## config.mk

```make
export PLATFORM = sky130hd
export DESIGN_NAME = elm_mult_pipe_flat
export DESIGN_NICKNAME = d
export VERILOG_FILES = /design/src/rtl/elm_mult_pipe_pkg.sv /design/src/rtl/elm_mult_pipe_if.sv /design/src/rtl/elm_lod.sv /design/src/rtl/elm_mult_pipe.sv /design/src/flat_wrapper.sv
export SDC_FILE = /design/constraint.sdc
export NUM_CORES = 1
export LEC_CHECK = 0
export ABC_AREA = 1
export ABC_CLOCK_PERIOD_IN_PS = 6600
export CORE_ASPECT_RATIO = 1.75
export CORE_UTILIZATION = 50
export DETAILED_ROUTE_END_ITERATION = 7
export PLACE_DENSITY_LB_ADDON = 0.3
export SYNTH_ARGS = -nofsm -noshare
export SYNTH_HDL_FRONTEND = slang
export SYNTH_SLANG_ARGS = --single-unit
export TNS_END_PERCENT = 1
```

## constraint.sdc

```tcl
create_clock -name clk -period 6.6 [get_ports clk]
set_input_delay 0.99 -clock clk [delete_from_list [all_inputs] [get_ports clk]]
set_output_delay 0.99 -clock clk [all_outputs]
set_load 0.02 [all_outputs]
```

## src/rtl/elm_mult_pipe_pkg.sv

```systemverilog
// Shared helpers for the Mitchell log-domain multiplier: width arithmetic and default sizes.
package elm_pkg;

  // Ceiling log2; clog2(1) = 0.
  function automatic int clog2(input int value);
    int r;
    r = 0;
    for (int i = 0; i < 31; i++) begin
      if ((1 << i) < value) begin
        r = i + 1;
      end
    end
    return r;
  endfunction

  // Width of k1+k2: two positions up to W-1 each.
  function automatic int k_width(input int w);
    return clog2(w) + 1;
  endfunction

  localparam int W_DEFAULT      = 16;
  localparam int FRAC_W_DEFAULT = 4;
  localparam int TAG_W_DEFAULT  = 4;
  localparam int K_W_DEFAULT    = k_width(W_DEFAULT);

endpackage

```

## src/rtl/elm_mult_pipe_if.sv

```systemverilog
// Operand/result handshake bundle of the approximate multiplier.
interface elm_mult_pipe_if #(
  parameter int W     = 16,
  parameter int TAG_W = 4
);
  logic             in_valid;
  logic             in_ready;
  logic             in_signed;
  logic [TAG_W-1:0] in_tag;
  logic [W-1:0]     x;
  logic [W-1:0]     y;
  logic             out_valid;
  logic             out_ready;
  logic [TAG_W-1:0] out_tag;
  logic [2*W-1:0]   p_out;

  modport slave (
    input  in_valid, in_signed, in_tag, x, y, out_ready,
    output in_ready, out_valid, out_tag, p_out
  );

  modport master (
    output in_valid, in_signed, in_tag, x, y, out_ready,
    input  in_ready, out_valid, out_tag, p_out
  );
endinterface

```

## src/rtl/elm_lod.sv

```systemverilog
// Combinational leading-one detector: position of the highest set bit and a non-zero flag.
module elm_lod
  import elm_pkg::*;
#(
  parameter  int W     = 16,
  localparam int POS_W = clog2(W)
) (
  input  logic [W-1:0]     i_vec,
  output logic [POS_W-1:0] o_pos,
  output logic             o_valid
);

  // Ascending scan: the last set bit seen is the most significant one.
  always_comb begin
    o_pos   = '0;
    o_valid = 1'b0;
    for (int i = 0; i < W; i++) begin
      if (i_vec[i]) begin
        o_pos   = POS_W'(i);
        o_valid = 1'b1;
      end
    end
  end

endmodule

```

## src/rtl/elm_mult_pipe.sv

```systemverilog
// Three-stage Mitchell approximate multiplier: sign/LOD, mantissa/exponent sum, antilog + sign.
module elm_mult_pipe
  import elm_pkg::*;
#(
  parameter int W      = 16,
  parameter int FRAC_W = 4,
  parameter int TAG_W  = 4
) (
  input  logic           clk,
  input  logic           rst_n,
  elm_mult_pipe_if.slave bus
);

  localparam int POS_W = clog2(W);
  localparam int K_W   = k_width(W);
  localparam int TMP_W = 2 * W + FRAC_W;

  // Payload widths follow the module parameters, so the struct lives here.
  typedef struct packed {
    logic              sign;
    logic              zero;
    logic [K_W-1:0]    k;
    logic [FRAC_W-1:0] m1;
    logic [FRAC_W-1:0] m2;
    logic [TAG_W-1:0]  tag;
  } payload_t;

  logic w_en;

  logic [W-1:0]     w_op    [2];
  logic             w_neg   [2];
  logic [W-1:0]     w_abs   [2];
  logic [POS_W-1:0] w_k     [2];
  logic             w_nz    [2];
  logic [POS_W-1:0] w_lsh   [2];
  logic [W-1:0]     w_align [2];
  logic [FRAC_W-1:0] w_m    [2];

  logic             r_s1_valid;
  logic             r_s1_sign;
  logic             r_s1_zero;
  logic [TAG_W-1:0] r_s1_tag;
  logic [W-1:0]     r_s1_abs [2];
  logic [POS_W-1:0] r_s1_k   [2];

  payload_t w_s2_next;
  payload_t r_s2;
  logic     r_s2_valid;

  logic [FRAC_W:0]  w_msum;
  logic             w_ovf;
  logic [FRAC_W:0]  w_base;
  logic [K_W-1:0]   w_shamt;
  logic [TMP_W-1:0] w_scaled;
  logic [2*W-1:0]   w_mag;
  logic [2*W-1:0]   w_prod;

  logic             r_out_valid;
  logic [2*W-1:0]   r_p_out;
  logic [TAG_W-1:0] r_out_tag;

  logic w_unused_bits;

  // All stages advance together whenever the output register can move.
  assign w_en          = ~r_out_valid | bus.out_ready;
  assign bus.in_ready  = w_en;
  assign bus.out_valid = r_out_valid;
  assign bus.p_out     = r_p_out;
  assign bus.out_tag   = r_out_tag;

  assign w_op[0] = bus.x;
  assign w_op[1] = bus.y;

  for (genvar gi = 0; gi < 2; gi++) begin : g_operand
    assign w_neg[gi] = bus.in_signed & w_op[gi][W-1];
    // Negating -2^(W-1) wraps to 2^(W-1), which is exactly the wanted magnitude.
    assign w_abs[gi] = w_neg[gi] ? (~w_op[gi] + W'(1)) : w_op[gi];

    elm_lod #(.W(W)) u_lod (
      .i_vec   (w_abs[gi]),
      .o_pos   (w_k[gi]),
      .o_valid (w_nz[gi])
    );

    // Left-align the leading one at bit W-1; the mantissa is the field just below it.
    assign w_lsh[gi]   = POS_W'(W - 1) - r_s1_k[gi];
    assign w_align[gi] = r_s1_abs[gi] << w_lsh[gi];
    assign w_m[gi]     = w_align[gi][W-2 -: FRAC_W];
  end

  always_ff @(posedge clk) begin
    if (!rst_n) begin
      r_s1_valid <= 1'b0;
      r_s1_sign  <= 1'b0;
      r_s1_zero  <= 1'b0;
      r_s1_tag   <= '0;
      for (int i = 0; i < 2; i++) begin
        r_s1_abs[i] <= '0;
        r_s1_k[i]   <= '0;
      end
    end else if (w_en) begin
      r_s1_valid <= bus.in_valid;
      if (bus.in_valid) begin
        r_s1_sign <= w_neg[0] ^ w_neg[1];
        r_s1_zero <= ~(w_nz[0] & w_nz[1]);
        r_s1_tag  <= bus.in_tag;
        for (int i = 0; i < 2; i++) begin
          r_s1_abs[i] <= w_abs[i];
          r_s1_k[i]   <= w_k[i];
        end
      end
    end
  end

  always_comb begin
    w_s2_next      = '0;
    w_s2_next.sign = r_s1_sign;
    w_s2_next.zero = r_s1_zero;
    w_s2_next.k    = K_W'(r_s1_k[0]) + K_W'(r_s1_k[1]);
    w_s2_next.m1   = w_m[0];
    w_s2_next.m2   = w_m[1];
    w_s2_next.tag  = r_s1_tag;
  end

  always_ff @(posedge clk) begin
    if (!rst_n) begin
      r_s2_valid <= 1'b0;
      r_s2       <= '0;
    end else if (w_en) begin
      r_s2_valid <= r_s1_valid;
      if (r_s1_valid) begin
        r_s2 <= w_s2_next;
      end
    end
  end

  // Mantissa carry: 1+m1+m2 >= 2 becomes m1+m2 at one extra power of two.
  assign w_msum   = {1'b0, r_s2.m1} + {1'b0, r_s2.m2};
  assign w_ovf    = w_msum[FRAC_W];
  assign w_base   = w_ovf ? w_msum : {1'b1, w_msum[FRAC_W-1:0]};
  assign w_shamt  = r_s2.k + K_W'(w_ovf);
  assign w_scaled = TMP_W'(w_base) << w_shamt;
  assign w_mag    = r_s2.zero ? '0 : w_scaled[FRAC_W +: 2*W];
  assign w_prod   = r_s2.sign ? -w_mag : w_mag;

  always_ff @(posedge clk) begin
    if (!rst_n) begin
      r_out_valid <= 1'b0;
      r_p_out     <= '0;
      r_out_tag   <= '0;
    end else if (w_en) begin
      r_out_valid <= r_s2_valid;
      if (r_s2_valid) begin
        r_p_out   <= w_prod;
        r_out_tag <= r_s2.tag;
      end
    end
  end

  // Leading-one bits and truncated fraction bits are intentionally dropped.
  assign w_unused_bits = ^{w_align[0], w_align[1], w_scaled};

endmodule

```

## src/flat_wrapper.sv

```systemverilog
// flat-port wrapper written by rule: the top's interface ports become plain ports
module elm_mult_pipe_flat import elm_pkg::*;
#(
  parameter int W      = 16,
  parameter int FRAC_W = 4,
  parameter int TAG_W  = 4
)
  (clk, rst_n, bus_in_valid, bus_in_signed, bus_in_tag, bus_x, bus_y, bus_out_ready, bus_in_ready, bus_out_valid, bus_out_tag, bus_p_out);
  elm_mult_pipe_if #(.W(W), .TAG_W(TAG_W)) bus_i ();
  input  logic clk;
  input  logic rst_n;
  input wire logic [$bits(bus_i.in_valid)-1:0] bus_in_valid;
  input wire logic [$bits(bus_i.in_signed)-1:0] bus_in_signed;
  input wire logic [$bits(bus_i.in_tag)-1:0] bus_in_tag;
  input wire logic [$bits(bus_i.x)-1:0] bus_x;
  input wire logic [$bits(bus_i.y)-1:0] bus_y;
  input wire logic [$bits(bus_i.out_ready)-1:0] bus_out_ready;
  output wire logic [$bits(bus_i.in_ready)-1:0] bus_in_ready;
  output wire logic [$bits(bus_i.out_valid)-1:0] bus_out_valid;
  output wire logic [$bits(bus_i.out_tag)-1:0] bus_out_tag;
  output wire logic [$bits(bus_i.p_out)-1:0] bus_p_out;
  assign bus_i.in_valid = bus_in_valid;
  assign bus_i.in_signed = bus_in_signed;
  assign bus_i.in_tag = bus_in_tag;
  assign bus_i.x = bus_x;
  assign bus_i.y = bus_y;
  assign bus_i.out_ready = bus_out_ready;
  assign bus_in_ready = bus_i.in_ready;
  assign bus_out_valid = bus_i.out_valid;
  assign bus_out_tag = bus_i.out_tag;
  assign bus_p_out = bus_i.p_out;
  elm_mult_pipe #(.W(W), .FRAC_W(FRAC_W), .TAG_W(TAG_W)) u_core (.clk(clk), .rst_n(rst_n), .bus(bus_i));
endmodule
```

==> impl_metrics.py <==
metrics = {
    "outcome": {
        "run_status": "finished clean",
    },
    "place": {
        "io_buffers": 78,
        "pre_cts_slack_ns": 2.64,
        "gp_congestion": 1.05,
        "place.detailed.hpwl_um": 15300,
        "placed_area_um2": 8180,
    },
    "logic_synthesis": {
        "synth_area_leaders": "dfxtp_1, edfxtp_1, nand2_1, nor2_1, inv_1",
        "synth_edf_count": 38,
        "ys_types": 47,
        "ys_seq_area_share_pct": 33.3,
        "yosys-top-cells-count": "nand2_1, nor2_1, inv_1",
        "ys.flop_type": "dfxtp_1",
        "synth_top_cell_area_share_pct": 17.6,
        "yosys_register_bits": 102,
        "netlist_area_um2": 7270,
        "yosysMostFrequentCell": "nand2_1",
        "synthArstFlopShare_pct": 0,
        "syn_inst": 1075,
        "yosysWarnings": 0,
        "syn_nets": 1134,
        "synth_largest_area_cell": "dfxtp_1",
        "synth.avg_cell_area_um2": 6.77,
    },
    "clock_tree": {
        "htree_levels": 3,
        "clkSinkCount": 102,
        "clockBufferDepth": 2,
        "cts_hold_buf": 0,
        "cts_resized": 0,
        "clock_latency_ns": 0.36,
        "cts_tree": "yes",
        "cts_setup_buffers": 0,
        "cts_root_buffer": "clkbuf_16",
        "path_clk_slew_ns": 0.08,
        "cts_buffers": 9,
    },
    "sta": {
        "rsz0062_at_grt": "no",
        "fmax_mhz": 248,
        "slew_headroom_pct": 25.2,
        "finalCriticalPeriod_ns": 4.03,
        "fin_ws_ns": 2.57,
        "whs_ns": 0.470,
        "hold_viol": 0,
        "tightest_slew_ns": 1.12,
        "finalSetupTns_ns": 0,
        "fin_crit_sh_pct": 61.0,
        "setup_viol": 0,
        "drv_slew": 0,
        "fin_worst_skew_ns": 0.00961,
    },
    "final_layout": {
        "n_antenna_cell": 0,
        "multiInputGateArea_um2": 4150,
        "final_area_um2": 8480,
        "fillerInstances": 1363,
        "synthToLayoutAreaGrowth_pct": 16.6,
        "drive_gt1_share_pct": 7.03,
        "layout.nets": 1192,
        "regArea_um2": 2420,
    },
    "min_path": {
        "min-delay-path-class": "reg2reg",
    },
    "global_route": {
        "grt_pass1_wl_um": 31800,
        "grtUsageTotal_pct": 27.3,
        "antenna_found_initial": 0,
        "grt_overflow_total": 0,
        "grt_max_degree": 65,
        "grt_pass1_vias": 6848,
    },
    "drt": {
        "drtIter0Drc": 228,
        "routed_wl_um": 19300,
        "via_per_inst": 5.38,
        "drc": 0,
        "wl_per_cell_um": 14.7,
        "vias": 7096,
        "firstDrtPassIters": 5,
        "drtAntennaViolNets": 0,
    },
    "worst_setup_path": {
        "critPathLaunchType": "flop",
        "cp.arrival_ns": 4.29,
        "path_common_cell": "nand2_1",
        "crit_chain": "ha_1, fa_1, nand2_1, a21oi_1, or2_2, ha_1, ha_1, inv_1, nand3_1, nand3_1, o21ai_1, nand2_1, nand2_1, nor2_1, nand2_1, nor2_1, nand2_1, nand2_1, nand2_1, nand2_1, nand3_1, nand2_1, inv_1",
        "crit_type": "reg2reg",
        "cp.buffers_inverters": 2,
        "required_ns": 6.86,
        "cpLargestDelayFamily": "simple AND/OR/NAND/NOR gates",
        "endpoint_kind": "flop",
        "crit_slowest_cell": "ha_1",
        "crit_fanout": 12,
        "max_stage_delay_ns": 0.43,
    },
    "floorplan": {
        "top_level_ports": 79,
        "dieArea_um2": 15100,
        "core-area_um2": 14300,
        "core.rowCount": 58,
        "die_h_um": 162,
        "start_util_pct": 50.9,
        "die_x_um": 93.2,
    },
    "power_and_ir_drop": {
        "power_w": 0.00182,
        "irDropWorstVdd_v": 0.000128,
        "power.leakage_nw": 3.94,
        "powerDensity_nw_per_um2": 214,
    },
    "job": {
        "cap_violations": 0,
    },
}
[worst paths after layout]
path | from | to | slack [ns] | cells after the start
min reg2reg | u_core.r_s2_valid$_SDFFE_PN0N_ | u_core.r_s2_valid$_SDFFE_PN0N_ | 0.47 | 2
max reg2reg | u_core.r_s2[4]$_SDFFE_PN0P_ | u_core.bus.p_out[29]$_SDFFE_PN0P_ | 2.57 | 23
min | u_core.r_s2_valid$_SDFFE_PN0N_ | u_core.r_s2_valid$_SDFFE_PN0N_ | 0.47 | 2
max | u_core.r_s2[4]$_SDFFE_PN0P_ | u_core.bus.p_out[29]$_SDFFE_PN0P_ | 2.57 | 23
[report_power, final]
part	internal, W	switching [W]
Sequential	0.000700	0.0000393
Clock	0.000270	0.000269
Combinational	0.000191	0.000347
Total	0.00116	0.000656
[final cells by class]
type                            instances  area share, %
Clock buffer                            9           2.65
Clock inverter                          7          0.929
Inverter                              145           6.45
Multi-Input combinational cell        790           48.9
Sequential cell                       102           28.6
Tap cell                              180           2.65
Timing Repair Buffer                   85           9.82
[state kept, by name, indices dropped and copies added, names as in the netlist]
signal and count:
u_core.bus.out_tag 4, u_core.bus.out_valid 1, u_core.bus.p_out 32, u_core.r_s1_abs 30, u_core.r_s1_k 8, u_core.r_s1_sign 1
u_core.r_s1_tag 4, u_core.r_s1_valid 1, u_core.r_s1_zero 1, u_core.r_s2 19, u_core.r_s2_valid 1
[metal layers]
layer / track usage, % / routed length (µm) / part of all wire (%)
met5: 0 / 0 / 0
met4: 22.3 / 1730 / 9.0
met3: 4.90 / 659 / 3.4
met2: 52.8 / 10700 / 56
met1: 23.4 / 6170 / 32
[metrics by stage]
step,cells,utilization (%)
floorplan,1075,-
global placement,1302,57.2
detailed placement,1302,57.2
CTS,1318,59.3
global route,1318,59.3
finish,1318,59.3
[cell usage in the layout (no fill, tap or decap), drive strengths merged, types with 16 or more instances in the layout]
cell type / synthesis / final
nand4: 20 / 20
nor2: 167 / 167
ha: 16 / 16
nand2: 234 / 234
o21ai: 99 / 99
clkdlybuf4s50: 0 / 78
nand3: 84 / 84
dfxtp: 64 / 64
edfxtp: 38 / 38
a21oi: 52 / 52
inv: 140 / 143
xor2: 29 / 29
[worst reg2reg max path, cell delays in order (launching register included)]
cell and delay (ns):
dfxtp_1 0.32, ha_1 0.22, fa_1 0.39, nand2_1 0.11
a21oi_1 0.07, or2_2 0.29, ha_1 0.18, ha_1 0.43
inv_1 0.18, nand3_1 0.12, nand3_1 0.15, o21ai_1 0.15
nand2_1 0.18, nand2_1 0.11, nor2_1 0.35, nand2_1 0.10
nor2_1 0.15, nand2_1 0.07, nand2_1 0.05, nand2_1 0.06
nand2_1 0.05, nand3_1 0.07, nand2_1 0.09, inv_1 0.03
[cells by family after synthesis]
logic type,synth area share [%]
AND/OR/NAND/NOR,32.0
AO/OA/AOI/OAI,15.2
buffers and inverters,9.74
flip-flops,33.3
XOR/XNOR,4.68
adder cells (fa/ha/maj),3.30
multiplexers,1.79
No activity file was read; power rests on OpenSTA's default activity.
